===== config.mk =====
export PLATFORM = sky130hd
export DESIGN_NAME = glyph_blitter
export DESIGN_NICKNAME = d
export VERILOG_FILES = /design/src/rtl/glyph_blitter.sv
export SDC_FILE = /design/constraint.sdc
export NUM_CORES = 1
export LEC_CHECK = 0
export BUFFER_PORTS_ARGS = -buffer_cell sky130_fd_sc_hd__clkbuf_2
export CAP_MARGIN = 15
export CORE_ASPECT_RATIO = 1.5
export CORE_MARGIN = 3
export CORE_UTILIZATION = 65
export CTS_BUF_LIST = sky130_fd_sc_hd__clkbuf_4 sky130_fd_sc_hd__clkbuf_8 sky130_fd_sc_hd__clkbuf_16
export DETAILED_ROUTE_END_ITERATION = 7
export PLACE_DENSITY = 0.85
export SYNTH_ARGS = -nofsm -noshare
export SYNTH_HDL_FRONTEND = slang
export SYNTH_SLANG_ARGS = --single-unit

===== constraint.sdc =====
create_clock -name CLOCK_50 -period 11.35 [get_ports CLOCK_50]
set_input_delay 1.135 -clock CLOCK_50 [delete_from_list [all_inputs] [get_ports CLOCK_50]]
set_output_delay 1.135 -clock CLOCK_50 [all_outputs]
set_load 0.01 [all_outputs]

===== src/rtl/glyph_blitter.sv =====
// Streams enabled glyph slots, one pixel per clock, into a vga_adapter x/y/colour/plot port.
// Optional macro GLYPH_BLITTER_ROUND_CORNERS_EN suppresses plotting of the four cell corners.
module glyph_blitter #(
    parameter int GLYPH_W     = 5,
    parameter int GLYPH_H     = 5,
    parameter int PAD         = 1,
    parameter int NUM_SLOTS   = 4,
    parameter int COLOUR_BITS = 3,
    parameter int SCREEN_W    = 160,
    parameter int SCREEN_H    = 120
) (
    input  logic                                              CLOCK_50,
    input  logic                                              reset,
    input  logic                                              start,
    input  logic                                              loop,
    input  logic                                              slot_we,
    input  logic [((NUM_SLOTS > 1) ? $clog2(NUM_SLOTS) : 1)-1:0] slot_addr,
    input  logic [7:0]                                        slot_x,
    input  logic [6:0]                                        slot_y,
    input  logic [GLYPH_W*GLYPH_H-1:0]                        slot_bitmap,
    input  logic [COLOUR_BITS-1:0]                            slot_fg,
    input  logic [COLOUR_BITS-1:0]                            slot_bg,
    input  logic                                              slot_en,
    output logic                                              busy,
    output logic                                              done,
    output logic [7:0]                                        x,
    output logic [6:0]                                        y,
    output logic [COLOUR_BITS-1:0]                            colour,
    output logic                                              plot
);

    localparam int SW  = (NUM_SLOTS > 1) ? $clog2(NUM_SLOTS) : 1;
    localparam int BMW = GLYPH_W * GLYPH_H;
    localparam int CW  = GLYPH_W + 2 * PAD;
    localparam int CH  = GLYPH_H + 2 * PAD;
    localparam logic [7:0]    CW_M1  = 8'(CW - 1);
    localparam logic [7:0]    CH_M1  = 8'(CH - 1);
    localparam logic [7:0]    PAD_L  = 8'(PAD);
    localparam logic [7:0]    GX_END = 8'(PAD + GLYPH_W);
    localparam logic [7:0]    GY_END = 8'(PAD + GLYPH_H);
    localparam logic [SW-1:0] LAST_S = SW'(NUM_SLOTS - 1);

    typedef enum logic [1:0] {IDLE, SETUP, PIXEL, FIN} state_t;

    state_t                 state_q, state_d;
    logic [SW-1:0]          s_q, s_d;
    logic [7:0]             cx_q, cx_d, cy_q, cy_d;
    logic [7:0]             x_q, x_d;
    logic [6:0]             y_q, y_d;
    logic [COLOUR_BITS-1:0] colour_q, colour_d;
    logic                   plot_q, plot_d, busy_q, busy_d, done_q, done_d;

    logic [7:0]             sx_q  [NUM_SLOTS];
    logic [7:0]             sx_d  [NUM_SLOTS];
    logic [6:0]             sy_q  [NUM_SLOTS];
    logic [6:0]             sy_d  [NUM_SLOTS];
    logic [BMW-1:0]         sbm_q [NUM_SLOTS];
    logic [BMW-1:0]         sbm_d [NUM_SLOTS];
    logic [COLOUR_BITS-1:0] sfg_q [NUM_SLOTS];
    logic [COLOUR_BITS-1:0] sfg_d [NUM_SLOTS];
    logic [COLOUR_BITS-1:0] sbg_q [NUM_SLOTS];
    logic [COLOUR_BITS-1:0] sbg_d [NUM_SLOTS];
    logic [NUM_SLOTS-1:0]   sen_q, sen_d;

    // Slot table only changes while idle so a pass always sees a stable snapshot.
    always_comb begin
        sx_d  = sx_q;
        sy_d  = sy_q;
        sbm_d = sbm_q;
        sfg_d = sfg_q;
        sbg_d = sbg_q;
        sen_d = sen_q;
        if (slot_we && (state_q == IDLE) && (32'(slot_addr) < NUM_SLOTS)) begin
            sx_d[slot_addr]  = slot_x;
            sy_d[slot_addr]  = slot_y;
            sbm_d[slot_addr] = slot_bitmap;
            sfg_d[slot_addr] = slot_fg;
            sbg_d[slot_addr] = slot_bg;
            sen_d[slot_addr] = slot_en;
        end
    end

    logic [8:0]     x_sum;
    logic [7:0]     y_sum, gx, gy;
    logic [15:0]    bit_idx;
    logic [BMW-1:0] bm_sh;
    logic           is_pad, in_screen;

    always_comb begin
        x_sum     = 9'(sx_q[s_q]) + 9'(cx_q);
        y_sum     = 8'(sy_q[s_q]) + cy_q;
        is_pad    = (cx_q < PAD_L) || (cx_q >= GX_END) || (cy_q < PAD_L) || (cy_q >= GY_END);
        gx        = cx_q - PAD_L;
        gy        = cy_q - PAD_L;
        bit_idx   = 16'(BMW - 1) - (16'(gy) * 16'(GLYPH_W) + 16'(gx));
        bm_sh     = sbm_q[s_q] >> bit_idx;
        in_screen = (x_sum < 9'(SCREEN_W)) && (y_sum < 8'(SCREEN_H));
    end

`ifdef GLYPH_BLITTER_ROUND_CORNERS_EN
    logic is_corner;
    assign is_corner = ((cx_q == 8'd0) || (cx_q == CW_M1)) && ((cy_q == 8'd0) || (cy_q == CH_M1));
`endif

    always_comb begin
        state_d  = state_q;
        s_d      = s_q;
        cx_d     = cx_q;
        cy_d     = cy_q;
        x_d      = x_q;
        y_d      = y_q;
        colour_d = colour_q;
        plot_d   = 1'b0;
        done_d   = 1'b0;
        busy_d   = (state_q != IDLE);
        case (state_q)
            IDLE: begin
                if (start) begin
                    state_d = SETUP;
                    s_d     = '0;
                end
            end
            SETUP: begin
                if (sen_q[s_q]) begin
                    cx_d    = '0;
                    cy_d    = '0;
                    state_d = PIXEL;
                end else if (s_q == LAST_S) begin
                    state_d = FIN;
                end else begin
                    s_d = s_q + 1'b1;
                end
            end
            PIXEL: begin
                x_d      = x_sum[7:0];
                y_d      = y_sum[6:0];
                colour_d = (!is_pad && bm_sh[0]) ? sfg_q[s_q] : sbg_q[s_q];
`ifdef GLYPH_BLITTER_ROUND_CORNERS_EN
                plot_d   = in_screen && !is_corner;
`else
                plot_d   = in_screen;
`endif
                if (cx_q == CW_M1) begin
                    cx_d = '0;
                    if (cy_q == CH_M1) begin
                        if (s_q == LAST_S) begin
                            state_d = FIN;
                        end else begin
                            s_d     = s_q + 1'b1;
                            state_d = SETUP;
                        end
                    end else begin
                        cy_d = cy_q + 8'd1;
                    end
                end else begin
                    cx_d = cx_q + 8'd1;
                end
            end
            FIN: begin
                done_d = 1'b1;
                if (loop) begin
                    state_d = SETUP;
                    s_d     = '0;
                end else begin
                    state_d = IDLE;
                end
            end
            default: state_d = IDLE;
        endcase
    end

    always_ff @(posedge CLOCK_50 or posedge reset) begin
        if (reset) begin
            state_q  <= IDLE;
            s_q      <= '0;
            cx_q     <= '0;
            cy_q     <= '0;
            x_q      <= '0;
            y_q      <= '0;
            colour_q <= '0;
            plot_q   <= 1'b0;
            busy_q   <= 1'b0;
            done_q   <= 1'b0;
            sen_q    <= '0;
            for (int i = 0; i < NUM_SLOTS; i++) begin
                sx_q[i]  <= '0;
                sy_q[i]  <= '0;
                sbm_q[i] <= '0;
                sfg_q[i] <= '0;
                sbg_q[i] <= '0;
            end
        end else begin
            state_q  <= state_d;
            s_q      <= s_d;
            cx_q     <= cx_d;
            cy_q     <= cy_d;
            x_q      <= x_d;
            y_q      <= y_d;
            colour_q <= colour_d;
            plot_q   <= plot_d;
            busy_q   <= busy_d;
            done_q   <= done_d;
            sen_q    <= sen_d;
            sx_q     <= sx_d;
            sy_q     <= sy_d;
            sbm_q    <= sbm_d;
            sfg_q    <= sfg_d;
            sbg_q    <= sbg_d;
        end
    end

    assign busy   = busy_q;
    assign done   = done_q;
    assign x      = x_q;
    assign y      = y_q;
    assign colour = colour_q;
    assign plot   = plot_q;

endmodule


== Word-level counts from Yosys, hierarchy flattened ==
Cells that the tools add are included.

* Bits in registers: 229
* Latch bits: 0
* RAM bits: 0
* Bits in read-only memories: 0
* Output and inout port bits: 21
* Memories kept: 0

* Add/sub/neg operators: 9
* Multipliers: 1
* Div/mod/pow operators: 0
* Order comparisons: 12
* Equal/unequal tests: 14
* Shift operators: 1
* Mux-type cells: 57
* Bitwise logic cells: 2
* Reduce and logical (&&, ||, !) cells: 16

{| class="wikitable"
|+ Operator list
! operator !! count
|-
| 100-bit bitwise mux || 1
|-
| 25-bit 2-to-1 mux || 3
|-
| 8-bit 2-to-1 mux || 7
|-
| 25-bit binary-select mux with 2-bit select || 1
|-
| 25-bit demux with 2-bit select || 1
|-
| 32-bit bitwise mux || 1
|-
| 8-bit case mux with 2 select lines || 2
|-
| 28-bit bitwise mux || 1
|-
| 25-bit by 16-bit right shift with 1-bit output || 1
|-
| 12-bit bitwise mux || 2
|-
| 2-bit 2-to-1 mux || 12
|-
| 7-bit 2-to-1 mux || 3
|-
| 3-bit 2-to-1 mux || 6
|-
| 8-bit by 1-bit adder with 8-bit output, second input constant || 2
|-
| 8-bit binary-select mux with 2-bit select || 1
|-
| 8-bit demux with 2-bit select || 1
|-
| 8-bit by 3-bit equality test with 1-bit output, second input constant || 2
|-
| 8-bit by 3-bit greater-or-equal comparator with 1-bit output, second input constant || 2
|-
| 8-bit by 1-bit less-than comparator with 1-bit output, second input constant || 2
|-
| 2-bit case mux with 4 select lines || 2
|-
| 8-bit by 1-bit subtractor with 8-bit output, second input constant || 2
|-
| 7-bit binary-select mux with 2-bit select || 1
|-
| 7-bit demux with 2-bit select || 1
|-
| 2-bit inequality test, second input constant || 7
|-
| 30 further kinds || 48
|}

== Logic depth before layout (Yosys ltp) ==
* Word-level depth: 8
* Depth in mapped cells: 17
* Gate-level depth less buffers: 16

== Worst setup path before layout ==
Ideal clock, no wire load.

* Kind: register to register
* Start point: register cy_q[1]
* End point: register colour_q[1], in the netlist colour[1]
* Library setup time: 130 ps
* Arrival: 4,338 ps
* Setup slack: 6,882 ps
* Stages on the path, launching flop included: 17
* Buffers on the path: 0
* Period minus slack after synthesis: 4,468 ps
* Cell sequence: dfrtp_1 -> inv_1 -> ha_1 -> nor3b_1 -> xor2_1 -> ha_1 -> inv_1 -> fa_1 -> ha_1 -> ha_1 -> xor2_1 -> a2111oi_0 -> a31oi_1 -> or4_4 -> nor4_4 -> and2_4 -> o221ai_2

* Word-level cells in the longest chain between the ends: 7

{| class="wikitable"
|+ RTL lines
! element !! RTL line !! text
|-
| from (decl) || 47 || <nowiki>logic [7:0] cx_q, cx_d, cy_q, cy_d;</nowiki>
|-
| from (signal assigned) || 196 || <nowiki>cy_q <= cy_d;</nowiki>
|-
| 8-bit by 1-bit subtractor with 8-bit output || 94 || <nowiki>gy = cy_q - PAD_L;</nowiki>
|-
| 8-bit by 3-bit multiplier with 11-bit output || 95 || <nowiki>bit_idx = 16'(BMW - 1) - (16'(gy) * 16'(GLYPH_W) + 16'(gx));</nowiki>
|-
| 11-bit by 8-bit adder with 12-bit output || 95 ||
|-
| 5-bit by 12-bit subtractor with 13-bit output || 95 ||
|-
| 25-bit by 16-bit right shift with 1-bit output || 96 || <nowiki>bm_sh = sbm_q[s_q] >> bit_idx;</nowiki>
|-
| 1-bit logical AND * || 137 || <nowiki>colour_d = (!is_pad && bm_sh[0]) ? sfg_q[s_q] : sbg_q[s_q];</nowiki>
|-
| 3-bit 2-to-1 mux * || 137 ||
|-
| to (signal assigned) || 199 || <nowiki>colour_q <= colour_d;</nowiki>
|-
| to (decl) || 50 || <nowiki>logic [COLOUR_BITS-1:0] colour_q, colour_d;</nowiki>
|}

Every way passes the cells marked *; elsewhere a longest branch is shown, timed or not.
A chain may end at the register's enable or synchronous reset.

== Worst setup path after layout ==
* Start point: register cy_q[0]
* End point: register colour_q[2], in the netlist colour[2]

The elaborated chain is that of the path after synthesis.

==> implementation parameters <==
Parameter                              Value

Layout
  Area growth from synthesis to final layout    10.95%
  Net count, final    1080
  Fraction of final layout cells sized beyond drive strength 1    39.92%
  Number of diodes    0

Critical path
  CP peak stage delay    0.56 ns
  Start-to-end type of the worst setup path    reg2reg
  Maximum fanout along the worst path    6
  Internal reg-to-reg setup slack    6.31 ns
  Slowest library cell on the worst path    sky130_fd_sc_hd__or4_4
  Worst path bufs/invs    2
  Setup crit end kind    flop
  Critical Path Start Type    flop
  Worst R2R End    colour[2]$_DFFE_PP0P_
  Reg2Reg Launch Point    cy_q[0]$_DFFE_PP0P_
  Crit-path leading delay family    adder cells
  Cell Chain, Critical Path    inv_1 > ha_1 > nor3b_1 > xor2_1 > ha_1 > inv_1 > fa_1 > ha_1 > ha_1 > xor2_1 > a2111oi_0 > a31oi_1 > or4_4 > nor4_4 > and2_4 > o221ai_2
  Data arrival, critical path    5.43 ns
  Data required time at the worst endpoint    11.73 ns
  Most frequent CP cell    sky130_fd_sc_hd__ha_1
  Number of cells on the worst reg-to-reg path    16

Floorplan
  Initial Util    66.63%
  Total die area    0.02017 sq mm
  I/O pin count    75
  Core outline area    0.01802 sq mm
  Die boundary height    172.4 um
  Std-Cell Rows    60
  Die span in x    117.0 um

Clock network
  CTS tree    yes
  Latest clock arrival within the worst-skew pair    0.51 ns
  Maximum buffer depth of the clock tree    3
  Hold-fix buffers, CTS    0
  Clock-pin transition on the worst setup and hold timing paths    0.07 ns
  Root Buffer Master    sky130_fd_sc_hd__clkbuf_16
  Clock Sinks    229
  Number of buffers added by the clock tree synthesis step    23
  Post-cts sizing count    0
  Total setup buffers inserted after CTS    0
  CTS H-tree lvls    1

Hold path
  Hold path cells    1
  Path type of the worst min-delay path    reg2reg
  Hold Crit Endpoint    y[6]$_DFFE_PP0P_
  Hold path start    y[6]$_DFFE_PP0P_

GRT
  Vias in the first global route    8163
  GRT overflow    0
  Overall routing resource usage    25.94%
  Pin count of the biggest net entering global routing    82
  Initial antenna violation count    0
  Global-route wire length before repair    41.17 mm

Yosys
  Share of synthesized area occupied by flip-flops and latches    47.73%
  Ys async rst share    100.0%
  Cell area after technology mapping    0.01201 sq mm
  Library cells used by synthesis    61
  Top cell type's share of synthesized area    47.73%
  Net count after synthesis    1018
  Number of synthesis warnings    0
  Most used standard cell by instance count after synthesis    sky130_fd_sc_hd__dfrtp_1
  Leading post-synthesis cells by cell area    sky130_fd_sc_hd__dfrtp_1 (48%), sky130_fd_sc_hd__mux2_2 (19%), sky130_fd_sc_hd__mux4_2 (7.9%)
  Commonest cells post-synth    sky130_fd_sc_hd__dfrtp_1 (229), sky130_fd_sc_hd__mux2_2 (201), sky130_fd_sc_hd__ha_1 (53), sky130_fd_sc_hd__inv_1 (47), sky130_fd_sc_hd__mux4_2 (42)
  Primary FF master, synth    sky130_fd_sc_hd__dfrtp_1
  Yosys top cell by area    sky130_fd_sc_hd__dfrtp_1
  Count of flip-flops with a built-in enable after synthesis    0
  Syn Inst Count    903
  Mean area per synthesized cell    13.29 sq um
  Yosys reg bits    229

Detailed routing
  DR pass1 iterations    5
  Met1 wire length    10.10 mm
  Total via count after detailed routing    7514
  Met3 Wirelength    903 um
  Aggregate routed wire length    25.44 mm
  Via-per-instance ratio    6.267
  Iteration-0 DRC Markers    404
  DR DRC count    0
  Mean routed wirelength per cell    21.22 um
  Antenna violation net count after detailed routing    0
  Amount of wire on met2 after detailed routing    13.50 mm
  Uppermost layer routed    met4

STA
  Post-route setup slack    6.307 ns
  Final count of pins violating max slew    0
  Endpoints failing setup    0
  Unrepaired setup endpoints after global routing    no
  Hold violation total from the final report    0
  Measured slew at the worst slew-check pin    0.9924 ns
  Final critical-path required period    5.043 ns
  Rel. slew slack    33.84%
  Final clock period utilization by the worst path    44.43%
  Skew final    0.009379 ns
  Achievable frequency    198.3 MHz
  Sum Neg Setup Slack    0 ns

Placed design
  Post-DP HPWL    16.98 mm
  Number of I/O port buffers    74
  Gp weighted congestion    0.9199
  Pre-CTS WS    6.391 ns

Run status
  Outcome    complete, no violations

Job
  Max-capacitance violation count    0
==> area by class of cell <==
type	instances	area, sq um
Inverter	47	183.9
Clock inverter	12	167.7
Tap cell	217	271.5
Timing Repair Buffer	84	445.4
Multi-Input combinational cell	580	5866
Clock buffer	30	653.1
Sequential cell	229	5733
Fill cell	1127	4697
==> layer usage <==
layer  vias to the layer above  track usage (%)
met2                       159            46.10
met5                         -                0
met1                      3876            32.08
met4                         0            9.331
met3                        61            3.676
li1                       3418                -
==> cell families (layout without fill, tap and decap cells) <==
| group | count (synthesis) | in the layout | synth area share (%) |
|---|---|---|---|
| xor+xnor | 29 | 29 | 2.116 |
| mux | 253 | 253 | 28.07 |
| flops | 229 | 229 | 47.73 |
| fa+ha+maj | 61 | 61 | 6.858 |
| buf+inv | 94 | 173 | 3.470 |
| simple gates | 141 | 141 | 6.368 |
| compound gates | 96 | 96 | 5.388 |
==> registers in the layout, summed over array words and instances (netlist names), 3 cells and up <==
name    flops
sbm_q     100
sx_q       32
sy_q       28
sbg_q      12
sfg_q      12
cx_q        8
cy_q        8
x           8
y           7
sen_q       4
colour      3
==> stage by stage <==
step                      std cells  util (%)  area [sq um]  hold slack, ns
after floorplan                 903         -         12010          0.4737
after global placement         1157     69.38         12500          0.4640
after detailed placement       1157     69.38         12500          0.4678
after CTS                      1199     73.93         13320          0.4813
after global routing           1199     73.93         13320          0.4982
final                          1199     73.93         13320          0.4775
==> worst max path at each step <==
stage	cells after the start	slack (ns)	from	end
finish	16	6.31	cy_q[0]$_DFFE_PP0P_	colour[2]$_DFFE_PP0P_
global route	16	6.04	cy_q[0]$_DFFE_PP0P_	colour[2]$_DFFE_PP0P_
CTS	16	6.34	cy_q[0]$_DFFE_PP0P_	colour[2]$_DFFE_PP0P_
detailed placement	16	6.39	cy_q[0]$_DFFE_PP0P_	colour[2]$_DFFE_PP0P_
global placement	16	6.60	cy_q[1]$_DFFE_PP0P_	colour[1]$_DFFE_PP0P_
floorplan	1	3.94	reset	busy$_DFF_PP0_
==> placed cells by master (no fill, tap or decap), drive strengths merged, types with 3 or more instances in the layout <==
master	netlist	routed
nand3	15	15
nor3	19	19
nor2b	8	8
inv	47	48
nand3b	3	3
dfrtp	229	229
o21a	3	3
a21o	8	8
a2111oi	3	3
ha	53	53
xor2	15	15
or4	3	3
nor4	4	4
clkbuf	25	104
nand4	8	8
buf	22	10
xnor2	14	14
o21ai	26	26
mux2i	6	6
nand2b	7	7
o31ai	3	3
nor3b	6	6
a21oi	25	25
bufinv	0	4
nor2	23	23
a22oi	5	5
nand2	36	36
mux4	46	46
clkinv	0	7
a21boi	4	4
mux2	201	201
o221ai	3	3
fa	8	8
Power is not shown: default switching activity piles up to over one toggle a cycle in this logic, so the estimate is an artifact.
